[config.mk]
export PLATFORM = sky130hd
export DESIGN_NAME = keypad_multitap_ctrl
export DESIGN_NICKNAME = d
export VERILOG_FILES = /design/src/rtl/hangman_pkg.sv /design/src/rtl/keypad_scanner.sv /design/src/rtl/keypad_multitap_ctrl.sv
export SDC_FILE = /design/constraint.sdc
export NUM_CORES = 1
export LEC_CHECK = 0
export BUFFER_PORTS_ARGS = -buffer_cell sky130_fd_sc_hd__buf_2
export CORE_UTILIZATION = 47
export CTS_BUF_LIST = sky130_fd_sc_hd__clkbuf_4 sky130_fd_sc_hd__clkbuf_8
export DETAILED_ROUTE_END_ITERATION = 10
export GPL_TIMING_DRIVEN = 0
export HOLD_SLACK_MARGIN = 0.03
export PLACE_DENSITY = 0.72
export SLEW_MARGIN = 20
export SYNTH_ARGS = -nofsm -noshare
export SYNTH_HDL_FRONTEND = slang
export SYNTH_SLANG_ARGS = --single-unit
[constraint.sdc]
create_clock -name clk -period 5.3 [get_ports clk]
set_input_delay 1.59 -clock clk [delete_from_list [all_inputs] [get_ports clk]]
set_output_delay 1.59 -clock clk [all_outputs]
set_load 0.05 [all_outputs]
[src/rtl/hangman_pkg.sv]
// Shared keypad definitions: special key indices, letter-group tables and the
// debounce state encoding used by the keypad scanner.
package hangman_pkg;

  localparam logic [3:0] KEY_NONE          = 4'd0;
  localparam logic [3:0] KEY_SUBMIT_LETTER = 4'd9;
  localparam logic [3:0] KEY_CLEAR         = 4'd10;
  localparam logic [3:0] KEY_SUBMIT_WORD   = 4'd11;

  typedef enum logic [1:0] {
    DB_IDLE,
    DB_PRESS_CHK,
    DB_HELD,
    DB_REL_CHK
  } db_state_e;

  function automatic logic is_group(input logic [3:0] k);
    return (k >= 4'd1) && (k <= 4'd8);
  endfunction

  function automatic logic [7:0] grp_first(input logic [3:0] k);
    case (k)
      4'd1:    return 8'h41;  // A
      4'd2:    return 8'h44;  // D
      4'd3:    return 8'h47;  // G
      4'd4:    return 8'h4A;  // J
      4'd5:    return 8'h4D;  // M
      4'd6:    return 8'h50;  // P
      4'd7:    return 8'h54;  // T
      4'd8:    return 8'h57;  // W
      default: return 8'h00;
    endcase
  endfunction

  function automatic logic [7:0] grp_size(input logic [3:0] k);
    case (k)
      4'd6, 4'd8:                               return 8'd4;
      4'd1, 4'd2, 4'd3, 4'd4, 4'd5, 4'd7:       return 8'd3;
      default:                                  return 8'd0;
    endcase
  endfunction

  function automatic logic [7:0] grp_last(input logic [3:0] k);
    return grp_first(k) + grp_size(k) - 8'd1;
  endfunction

endpackage

[src/rtl/keypad_scanner.sv]
// Column strobing, per-frame classification (empty/single/multi) and the
// press/release debounce FSM; emits one key_valid pulse per debounced press.
module keypad_scanner
  import hangman_pkg::*;
#(
  parameter int SCAN_CYCLES     = 4,
  parameter int DEBOUNCE_FRAMES = 3
) (
  input  logic       clk,
  input  logic       rst,
  input  logic [3:0] rows,
  output logic [2:0] cols,
  output logic [3:0] key_code,
  output logic       key_valid
);

  localparam int DW = $clog2(SCAN_CYCLES);
  localparam int CW = $clog2(DEBOUNCE_FRAMES + 1);

  logic [1:0]    col;
  logic [DW-1:0] dwell;
  logic          last_dwell, frame_end;

  assign last_dwell = (dwell == DW'(SCAN_CYCLES - 1));
  assign frame_end  = last_dwell && (col == 2'd2);
  assign cols       = 3'(3'b001 << col);

  // Current column sample
  logic       smp_any, smp_multi;
  logic [1:0] smp_row;
  logic [3:0] smp_key;

  always_comb begin
    smp_row = 2'd0;
    case (rows)
      4'b1000: smp_row = 2'd0;
      4'b0100: smp_row = 2'd1;
      4'b0010: smp_row = 2'd2;
      4'b0001: smp_row = 2'd3;
      default: smp_row = 2'd0;
    endcase
  end

  assign smp_any   = |rows;
  assign smp_multi = (rows & (rows - 4'd1)) != 4'd0;
  assign smp_key   = {2'b00, smp_row} * 4'd3 + {2'b00, col};

  // Frame so far, combined with the current sample
  logic       acc_single, acc_multi;
  logic [3:0] acc_key;
  logic       f_single, f_multi, f_empty;
  logic [3:0] f_key;

  assign f_multi  = acc_multi | smp_multi | (acc_single & smp_any);
  assign f_single = !f_multi && (acc_single || smp_any);
  assign f_empty  = !f_multi && !f_single;
  assign f_key    = acc_single ? acc_key : smp_key;

  always_ff @(posedge clk) begin
    if (rst) begin
      col        <= 2'd0;
      dwell      <= '0;
      acc_single <= 1'b0;
      acc_multi  <= 1'b0;
      acc_key    <= 4'd0;
    end else if (last_dwell) begin
      dwell <= '0;
      col   <= (col == 2'd2) ? 2'd0 : col + 2'd1;
      if (col == 2'd2) begin
        acc_single <= 1'b0;
        acc_multi  <= 1'b0;
      end else begin
        acc_single <= f_single;
        acc_multi  <= f_multi;
        acc_key    <= f_key;
      end
    end else begin
      dwell <= dwell + DW'(1);
    end
  end

  db_state_e     st, st_n;
  logic [CW-1:0] cnt, cnt_n;
  logic [3:0]    kq, kq_n;
  logic          fire;

  always_ff @(posedge clk) begin
    if (rst) begin
      st        <= DB_IDLE;
      cnt       <= '0;
      kq        <= 4'd0;
      key_code  <= 4'd0;
      key_valid <= 1'b0;
    end else begin
      st        <= st_n;
      cnt       <= cnt_n;
      kq        <= kq_n;
      key_valid <= fire;
      if (fire) key_code <= kq_n;
    end
  end

  // Debounce decisions are taken only when a full frame has been seen.
  always_comb begin
    st_n  = st;
    cnt_n = cnt;
    kq_n  = kq;
    fire  = 1'b0;
    if (frame_end) begin
      case (st)
        DB_IDLE: if (f_single) begin
          kq_n  = f_key;
          cnt_n = CW'(1);
          if (DEBOUNCE_FRAMES == 1) begin
            fire = 1'b1;
            st_n = DB_HELD;
          end else begin
            st_n = DB_PRESS_CHK;
          end
        end
        DB_PRESS_CHK: if (f_single && f_key == kq) begin
          cnt_n = cnt + CW'(1);
          if (cnt_n == CW'(DEBOUNCE_FRAMES)) begin
            fire = 1'b1;
            st_n = DB_HELD;
          end
        end else if (f_single) begin
          kq_n  = f_key;
          cnt_n = CW'(1);
        end else begin
          st_n = DB_IDLE;
        end
        DB_HELD: if (f_empty) begin
          cnt_n = CW'(1);
          if (DEBOUNCE_FRAMES == 1) st_n = DB_IDLE;
          else                      st_n = DB_REL_CHK;
        end
        DB_REL_CHK: if (f_empty) begin
          cnt_n = cnt + CW'(1);
          if (cnt_n == CW'(DEBOUNCE_FRAMES)) st_n = DB_IDLE;
        end else begin
          st_n = DB_HELD;
        end
        default: st_n = DB_IDLE;
      endcase
    end
  end

endmodule

[src/rtl/keypad_multitap_ctrl.sv]
// Keypad front end for one console: scanner plus phone-style multi-tap letter
// entry with commit, clear and word-submit events.
module keypad_multitap_ctrl
  import hangman_pkg::*;
#(
  parameter int SCAN_CYCLES     = 4,
  parameter int DEBOUNCE_FRAMES = 3,
  parameter int TAP_TIMEOUT     = 100
) (
  input  logic       clk,
  input  logic       rst,
  input  logic [3:0] rows,
  output logic [2:0] cols,
  output logic [3:0] key_code,
  output logic       key_valid,
  output logic [7:0] cur_letter,
  output logic       cur_valid,
  output logic [7:0] letter,
  output logic       letter_valid,
  output logic       word_submit,
  output logic       clear
);

  localparam int TW = $clog2(TAP_TIMEOUT + 1);

  keypad_scanner #(
    .SCAN_CYCLES    (SCAN_CYCLES),
    .DEBOUNCE_FRAMES(DEBOUNCE_FRAMES)
  ) u_scan (
    .clk      (clk),
    .rst      (rst),
    .rows     (rows),
    .cols     (cols),
    .key_code (key_code),
    .key_valid(key_valid)
  );

  logic [TW-1:0] tap_tmr;
  logic [3:0]    last_grp;

  always_ff @(posedge clk) begin
    if (rst) begin
      tap_tmr      <= '0;
      last_grp     <= 4'd0;
      cur_letter   <= 8'd0;
      cur_valid    <= 1'b0;
      letter       <= 8'd0;
      letter_valid <= 1'b0;
      word_submit  <= 1'b0;
      clear        <= 1'b0;
    end else begin
      letter_valid <= 1'b0;
      word_submit  <= 1'b0;
      clear        <= 1'b0;
      if (tap_tmr != '0) tap_tmr <= tap_tmr - TW'(1);
      if (key_valid) begin
        if (is_group(key_code)) begin
          tap_tmr   <= TW'(TAP_TIMEOUT);
          last_grp  <= key_code;
          cur_valid <= 1'b1;
          // Repeat tap inside the window cycles through the group letters.
          if (key_code == last_grp && tap_tmr != '0)
            cur_letter <= (cur_letter == grp_last(key_code)) ? grp_first(key_code)
                                                              : cur_letter + 8'd1;
          else
            cur_letter <= grp_first(key_code);
        end else if (key_code == KEY_SUBMIT_LETTER) begin
          if (cur_valid) begin
            letter       <= cur_letter;
            letter_valid <= 1'b1;
            cur_valid    <= 1'b0;
            tap_tmr      <= '0;
          end
        end else if (key_code == KEY_CLEAR) begin
          clear     <= 1'b1;
          cur_valid <= 1'b0;
          tap_tmr   <= '0;
        end else if (key_code == KEY_SUBMIT_WORD) begin
          word_submit <= 1'b1;
          cur_valid   <= 1'b0;
        end
      end
    end
  end

endmodule
# [Yosys cells after proc, flatten, opt, wreduce, memory -nomap -nowiden]
# Memories as Yosys holds them, arrays and structs flattened. A register that Yosys moved wholly into a read port is not among the register bits.
# Cells that the tools add are included.
# W data, S select, Z words.
[op_classes] addsub=9 n_bitwise=8 mul=1 shifts=1 mux=57 n_reduce_logical=24 n_eq_ne=21 order_cmp=2
[op_table] operator="$mux W8" count=10
[op_table] operator="$mux W4" count=12
[op_table] operator="$mux W7" count=6
[op_table] operator="$mux W2" count=12
[op_table] operator="$pmux W2 S4" count=2
[op_table] operator="$mux W1" count=13
[op_table] operator="$eq A4 B4 Y1 const B" count=3
[op_table] operator="$reduce_or A4 Y1" count=3
[op_table] operator="$eq A2 B2 Y1 const B" count=5
[op_table] operator="$ne A3 B3 Y1 const B" count=3
[op_table] operator="$add A8 B1 Y8 const B" count=1
[op_table] operator="$add A8 B8 Y8" count=1
[op_table] operator="$eq A4 B4 Y1" count=2
[op_table] operator="$eq A8 B8 Y1" count=1
[op_table] operator="$pmux W4 S2" count=1
[op_table] operator="$reduce_bool A4 Y1" count=2
[op_table] operator="$sub A8 B1 Y8 const B" count=1
[op_table] operator="$reduce_bool A7 Y1" count=1
[op_table] operator="$sub A7 B1 Y7 const B" count=1
[op_table] operator="$add A2 B1 Y2 const B" count=3
[op_table] operator="$logic_and A1 B1 Y1" count=6
[op_table] operator="$ne A2 B1 Y1 const B" count=3
[op_table] operator="$pmux W2 S3" count=1
[op_table] operator="$reduce_and A2 Y1" count=3
[op_table] operator="22 further kinds" count=27
[word_totals] mem_bits_ro=336 out_inout_bits=28 mem_count=4 reg_bits=54 inputBits=6
[mem_list] name="(no name shown)" words=16 width=6 read_ports=1 rd_clocked_by_memory_dff=1 wr=0 line="hangman_pkg.sv:22" rtl="case (k)"
[mem_list] name="(no name shown)" words=16 width=6 read_ports=1 rd_clocked_by_memory_dff=1 wr=0 line="hangman_pkg.sv:22"
[mem_list] name="(no name shown)" words=16 width=6 read_ports=1 rd_clocked_by_memory_dff=1 wr=0 line="hangman_pkg.sv:22"
[mem_list] name="(no name shown)" words=16 width=3 read_ports=1 rd_clocked_by_memory_dff=1 wr=0 line="hangman_pkg.sv:36" rtl="case (k)"

# [Depth between registers and ports, before layout]
# Gate-level depths: netlist of run 1.
[depth] ltp_word=13 ltp_mapped=16

# [Modules after synthesis]
# From an unflattened synthesis of run 1, not the netlist that was laid out.
[hier_totals] cells_unflattened=377 hier_area_um2=3320.7
[modules_own_cells] mod="keypad_multitap_ctrl" cells_each=232 instances=1 area_each_um2=2000.7
[modules_own_cells] mod="keypad_scanner" cells_each=145 instances=1 area_each_um2=1320.0

# [Worst setup path after synthesis of run 1]
# OpenSTA, ideal clock, no wires.
[synth_path] kind="input to register" from="input rows[0]" to="register with a tool-made name" path_slack_ps=6 cell_stages=16 setup_time_ps=87 arrival_time_ps=5207 path_cell_list="buf_2 > xnor2_1 > nor3_1 > fa_1 > ha_1 > inv_1 > fa_1 > nor2b_1 > or3_1 > and4_1 > and3_1 > buf_4 > mux2i_2 > clkinv_1 > or4_1 > o31ai_1"
[synth_rtl] item="start, declared" line="keypad_multitap_ctrl.sv:12" rtl="input logic [3:0] rows,"

==> impl_metrics.tcl, run 1 <==
set metrics [dict create \
    drt-initial-drc-count 153 \
    yosys_warnings 0 \
    final_area_sq_mm 0.00400 \
    synth_cell_type_count 55 \
    vias 3118 \
    postLayoutCoreUtil_pct 55.4 \
    slew_headroom_pct 44.3 \
    grt_max_degree 11 \
    max-cap-violations 0 \
    yosysSeqAreaShare_pct 35.6 \
    n_antenna_cell 0 \
    swShare_pct 28.6 \
    whs_ps 430 \
    cellLeakagePower_nw 1.57 \
    worstPathBufferInverterCount 4 \
    track_usage_pct 22.4 \
    cpLargestDelayFamily "simple AND/OR/NAND/NOR gates" \
    cp_slowest_cell "or4_1" \
    irDropWorstVdd_v 0.000168 \
    cts.sinks 62 \
    hold_viol_final 0 \
    r2r_start "u_scan.col[1]$_SDFFE_PP0P_" \
    synth_ff_type "dfxtp_1" \
    antenna_found_initial 0 \
    cp.required_ps 5550 \
    rsz0062_at_grt "false" \
    fill_cells 674 \
    clock_latency_ps 340 \
    syn-num-nets 452 \
    cp.arrival_ps 5240 \
    crit_start "rows[0]" \
    firstDrtPassIters 4 \
    pwr-share-clk_pct 37.1 \
    synth_edf_count 0 \
    dp_hpwl_mm 5.84 \
    numPortBuffers 31 \
    vias_per_cell 5.44 \
    core_sq_mm 0.00721 \
    cts_buffers 9 \
    reg2reg_depth 13 \
    ant_nets 0 \
    grt_pass1_vias 2931 \
    p_comb_share_pct 18.3 \
    routed_wl_mm 7.83 \
    grt_pass1_wl_mm 13.3 \
    setup_viol 0 \
    clockRootBuffer "clkbuf_8" \
    worstSetupEndpointType "flip-flop" \
    setup_ws_ps 316 \
    ff2ff_setup_slack_ps 1610 \
    syn_area_sq_mm 0.00349 \
    area_delta_synth_final_pct 14.6 \
    cp_num_cells 16 \
    p_switching_mw 0.334 \
    finClkSkew_ps 10.6 \
    finish.net_count 494 \
    dpl_worst_slack_ps -340 \
    wire_per_inst_um 13.7 \
    clockBufferDepth 2 \
    clk_pin_slew_worst_paths_ps 70 \
    cts_max_level 3 \
    slew_violations 0 \
    cts_tree "built" \
    synth-seq-cells 62 \
    cpPeakStageDelay_ps 480 \
    worstMarginPinSlew_ps 828 \
    critPathMaxFanout 6 \
    clock.fmax_ghz 0.201 \
    status "finished clean" \
    start_kind "input pin" \
    syn_inst 427 \
    path_cells "buf_2, xnor2_1, nor3_2, fa_1, ha_1, inv_1, fa_1, nor2b_1, or3_1, and4_1, and3_1, buf_4, mux2i_4, inv_2, or4_1, o31ai_1" \
    initial_utilization_pct 48.4 \
    fin_crit_sh_pct 94.0 \
    setup_tns_ps 0 \
    period_minus_slack_ps 4980 \
    hp-class "reg -> reg" \
    rows 31 \
    p_seq_share_pct 44.6 \
    cellPowerDensity_mw_per_mm2 292 \
    critical_path_class "in -> reg" \
    place_area_sq_mm 0.00377 \
    die_w_um 88.2 \
    die_area_sq_mm 0.00777 \
    drc 0 \
    critPathMostFrequentCell "fa_1" \
    power.internal_mw 0.834 \
    gp_congestion 0.868 \
    async_flop_share_pct 0 \
    syn_avg_cell_area_sq_um 8.17 \
    io_pins 34 \
    grt_overflow_total 0 \
    drive_gt1_share_pct 13.9 \
    dieHeight_um 88.2 \
]
Yosys cell counts, drive strengths merged (6+ instances only):
library cell,number,share of area [%]
nor3,23,3.3
nor2,42,4.5
mux2i,17,5.0
inv,33,3.6
a211oi,6,1.3
o21ai,14,2.0
nand4,8,1.4
ha,16,5.7
a21oi,22,3.4
xnor2,17,4.3
clkbuf,17,1.8
or3,9,1.8
nand3,15,2.2
xor2,9,2.3
nand2,35,3.8
nor2b,10,1.8
dfxtp,62,36
a31oi,8,1.4
layout by cell type, fill, tap and decap left out, types with 8 or more instances in the layout:
| master | count |
|---|---|
| dfxtp_1 | 62 |
| nor2_1 | 42 |
| nand2_1 | 35 |
| buf_2 | 33 |
| inv_1 | 32 |
| nor3_1 | 21 |
| a21oi_1 | 20 |
| xnor2_1 | 17 |
| clkbuf_1 | 17 |
| ha_1 | 16 |
| mux2i_1 | 15 |
| nand3_1 | 15 |
| o21ai_0 | 13 |
| clkbuf_8 | 11 |
| nor2b_1 | 10 |
| xor2_1 | 9 |
| or3_1 | 8 |
| nand4_1 | 8 |
| a31oi_1 | 8 |
layer usage:
metal  global-route usage [%]  vias up  share of wire, %
li1                         -     1582                 -
met1                     25.6     1459                45
met2                     39.7       65                50
met3                     6.97       12               4.1
met4                     6.89        0               1.7
met5                        0        -                 0
what timing repair did:
action / CTS / global route
gates resized for setup: 0 / 6
buffers inserted: 0 / 0
endpoints found under the setup margin: 0 / 3
hold buffers: 0 / 0
how the worst min path moves through the flow:
stage	start	endpoint	depth (start not counted)
global placement	u_scan.dwell[0]$_SDFF_PP0_	u_scan.dwell[0]$_SDFF_PP0_	1
CTS	u_scan.dwell[0]$_SDFF_PP0_	u_scan.dwell[0]$_SDFF_PP0_	1
detailed placement	u_scan.dwell[0]$_SDFF_PP0_	u_scan.dwell[0]$_SDFF_PP0_	1
global route	u_scan.dwell[0]$_SDFF_PP0_	u_scan.dwell[0]$_SDFF_PP0_	1
finish	u_scan.dwell[0]$_SDFF_PP0_	u_scan.dwell[0]$_SDFF_PP0_	1
floorplan	u_scan.dwell[0]$_SDFF_PP0_	u_scan.dwell[0]$_SDFF_PP0_	1
logic make-up (layout without fill, tap and decap cells):
| family | after synthesis | in the layout | synth area share [%] |
|---|---|---|---|
| simple gates | 167 | 167 | 23.7 |
| compound gates | 79 | 79 | 15.0 |
| flops | 62 | 62 | 35.6 |
| buf+inv | 55 | 102 | 6.10 |
| xor+xnor | 26 | 26 | 6.53 |
| fa+ha+maj | 20 | 20 | 7.75 |
| mux | 18 | 18 | 5.31 |
per-stage QoR:
stage               cells  power, mW
floorplan             427      0.697
global placement      557      0.735
detailed placement    557      0.742
CTS                   573       1.18
global route          573       1.23
finish                573       1.17
power by group through the flow:
stage	combinational, mW	clock (mW)	sequential, mW
finish	0.214	0.433	0.521
global route	0.243	0.467	0.524
CTS	0.213	0.444	0.520
detailed placement	0.212	0	0.530
global placement	0.207	0	0.528
floorplan	0.172	0	0.525
final cells by class:
cell class                      count  area [sq um]  area share, %
Timing Repair Buffer               31           155           3.88
Multi-Input combinational cell    310          2060           51.4
Clock buffer                       13           166           4.16
Buffer                             21          85.1           2.13
Inverter                           34           128           3.19
Sequential cell                    62          1240           31.0
Clock inverter                      3          42.5           1.06
Tap cell                           99           124           3.10
worst register-to-register path, delay by kind of cell, from the launching register on:
| family | cells | cell delay, ps |
|---|---|---|
| DFF | 1 | 470 |
| buffers and inverters | 3 | 310 |
| adders and majority gates | 3 | 1090 |
| AOI/OAI and AO/OA | 1 | 80 |
| and+or+nand+nor | 5 | 1420 |
| muxes | 1 | 240 |
No activity file was read; power rests on OpenSTA's default activity.
==> inputs of run 2 (changes only) <==
Settings changed: GPL_ROUTABILITY_DRIVEN from default to 1, PLACE_DENSITY 0.72 to 0.7.
Clock period 5.3 ns to 4.6 ns, I/O delays scaled along.
==> impl_metrics.tcl, run 2 (synthesized netlist as in run 1, its figures left out) <==
set metrics [dict create \
    status "finished clean" \
    max-cap-violations 0 \
    setup_ws_ps 26.5 \
    setup_viol 0 \
    critPathMaxFanout 6 \
    clockBufferDepth 2 \
    whs_ps 430 \
    antenna_found_initial 0 \
    rsz0062_at_grt "true" \
    vias 3156 \
    clock.fmax_ghz 0.219 \
    worstMarginPinSlew_ps 808 \
    clockRootBuffer "clkbuf_8" \
    hp-class "reg -> reg" \
    critical_path_class "in -> reg" \
    track_usage_pct 23.0 \
    grt_max_degree 13 \
    die_area_sq_mm 0.00777 \
    grt_pass1_wl_mm 13.6 \
    final_common_cell "dfxtp_1" \
    io_pins 34 \
    gp_congestion 0.814 \
    cellPowerDensity_mw_per_mm2 329 \
    cp.required_ps 4860 \
    ant_nets 0 \
    slew_headroom_pct 45.7 \
    setup_tns_ps 0 \
    dp_hpwl_mm 5.93 \
    mostFrequentLayoutCells "dfxtp_1 (62), nor2_1 (42), nand2_1 (35)" \
    clk_pin_slew_worst_paths_ps 80 \
    fill_cells 674 \
    vias_per_cell 5.47 \
    ctsHoldBuffers 0 \
    firstDrtPassIters 4 \
    n_antenna_cell 0 \
    cts_tree "built" \
    start_kind "input pin" \
    slew_violations 0 \
    drt-initial-drc-count 125 \
    dieHeight_um 88.2 \
    cts.sinks 62 \
    irDropWorstVdd_v 0.000179 \
    finish.net_count 498 \
    numPortBuffers 31 \
    cp.arrival_ps 4840 \
    worstSetupEndpointType "flip-flop" \
    clock_latency_ps 340 \
    initial_utilization_pct 48.4 \
    finClkSkew_ps 9.08 \
    cts_max_level 3 \
    fin_crit_sh_pct 99.4 \
    cellLeakagePower_nw 1.62 \
    area_delta_synth_final_pct 18.5 \
    wire_per_inst_um 14.2 \
    drive_gt1_share_pct 17.4 \
    core_sq_mm 0.00721 \
    hold_viol_final 0 \
    grt_overflow_total 0 \
    routed_wl_mm 8.21 \
    rows 31 \
    grt_pass1_vias 2938 \
    drc 0 \
    cts_buffers 9 \
    dpl_worst_slack_ps -490 \
    die_w_um 88.2 \
    period_minus_slack_ps 4570 \
]
-- run 2: cell count changes in the layout (fill, tap and decap cells not counted), sizes merged --
cell,previous run,this run
clkbuf,30,28
clkinvlp,1,3
clkinv,1,2
buf,35,38
-- run 2: worst paths after layout --
check	end	from	slack, ps	cells past startpoint
hold / removal	u_scan.dwell[0]$_SDFF_PP0_	u_scan.dwell[0]$_SDFF_PP0_	430	1
setup reg to reg	cur_letter[1]$_SDFFE_PP0P_	flip-flop	880	14
setup / recovery	flip-flop	rows[0]	30	16
hold reg to reg	u_scan.dwell[0]$_SDFF_PP0_	u_scan.dwell[0]$_SDFF_PP0_	430	1
-- run 2: metal layers --
| layer | vias up | share of wire (%) | GRT usage, % |
|---|---|---|---|
| li1 | 1589 | - | - |
| met1 | 1513 | 47 | 28.4 |
| met2 | 49 | 50 | 39.4 |
| met3 | 5 | 2.9 | 5.56 |
| met4 | 0 | 0.91 | 7.48 |
| met5 | - | 0 | 0 |
-- run 2: power by group --
part	switching, mW	leakage (nW)	total [mW]	internal [mW]
Combinational	0.154	1.02	0.262	0.108
Clock	0.231	0.0951	0.498	0.267
Sequential	0.0292	0.502	0.599	0.570
Total	0.414	1.62	1.36	0.945
-- run 2: final cells by class --
cell class                 count  area (sq um)  area share (%)
buffer                        21          98.8            2.39
clock buffer                  10           138            3.33
clock inverter                 6          70.1            1.69
inverter                      34           129            3.12
multi-input combinational    310          2140            51.8
sequential                    62          1240            30.0
tap                           99           124            3.00
timing repair buffer          35           194            4.69
-- run 2: worst max-delay path: stages --
cell and delay [ps]:
buf_8 120, xnor2_2 130, nor3_2 230, fa_1 470
ha_2 200, inv_2 50, fa_2 430, nor2b_4 150
or3_4 330, and4_4 160, and3_4 160, buf_6 130
mux2i_4 190, clkinv_2 110, or4_1 510, o31ai_1 70
-- run 2: timing repair --
action / in CTS / in global routing
pin swaps: 1 / 7
setup endpoints to repair: 1 / 6
setup buffers: 1 / 3
resized for setup: 0 / 16
-- run 2: per-stage QoR --
stage / util [%] / instances / instance area (sq um) / power [mW]
detailed placement: 53.3 / 557 / 3840 / 0.863
global placement: 53.3 / 557 / 3840 / 0.854
finish: 57.3 / 577 / 4130 / 1.36
CTS: 56.2 / 574 / 4060 / 1.37
floorplan: - / 427 / 3560 / 0.808
global route: 57.3 / 577 / 4130 / 1.43
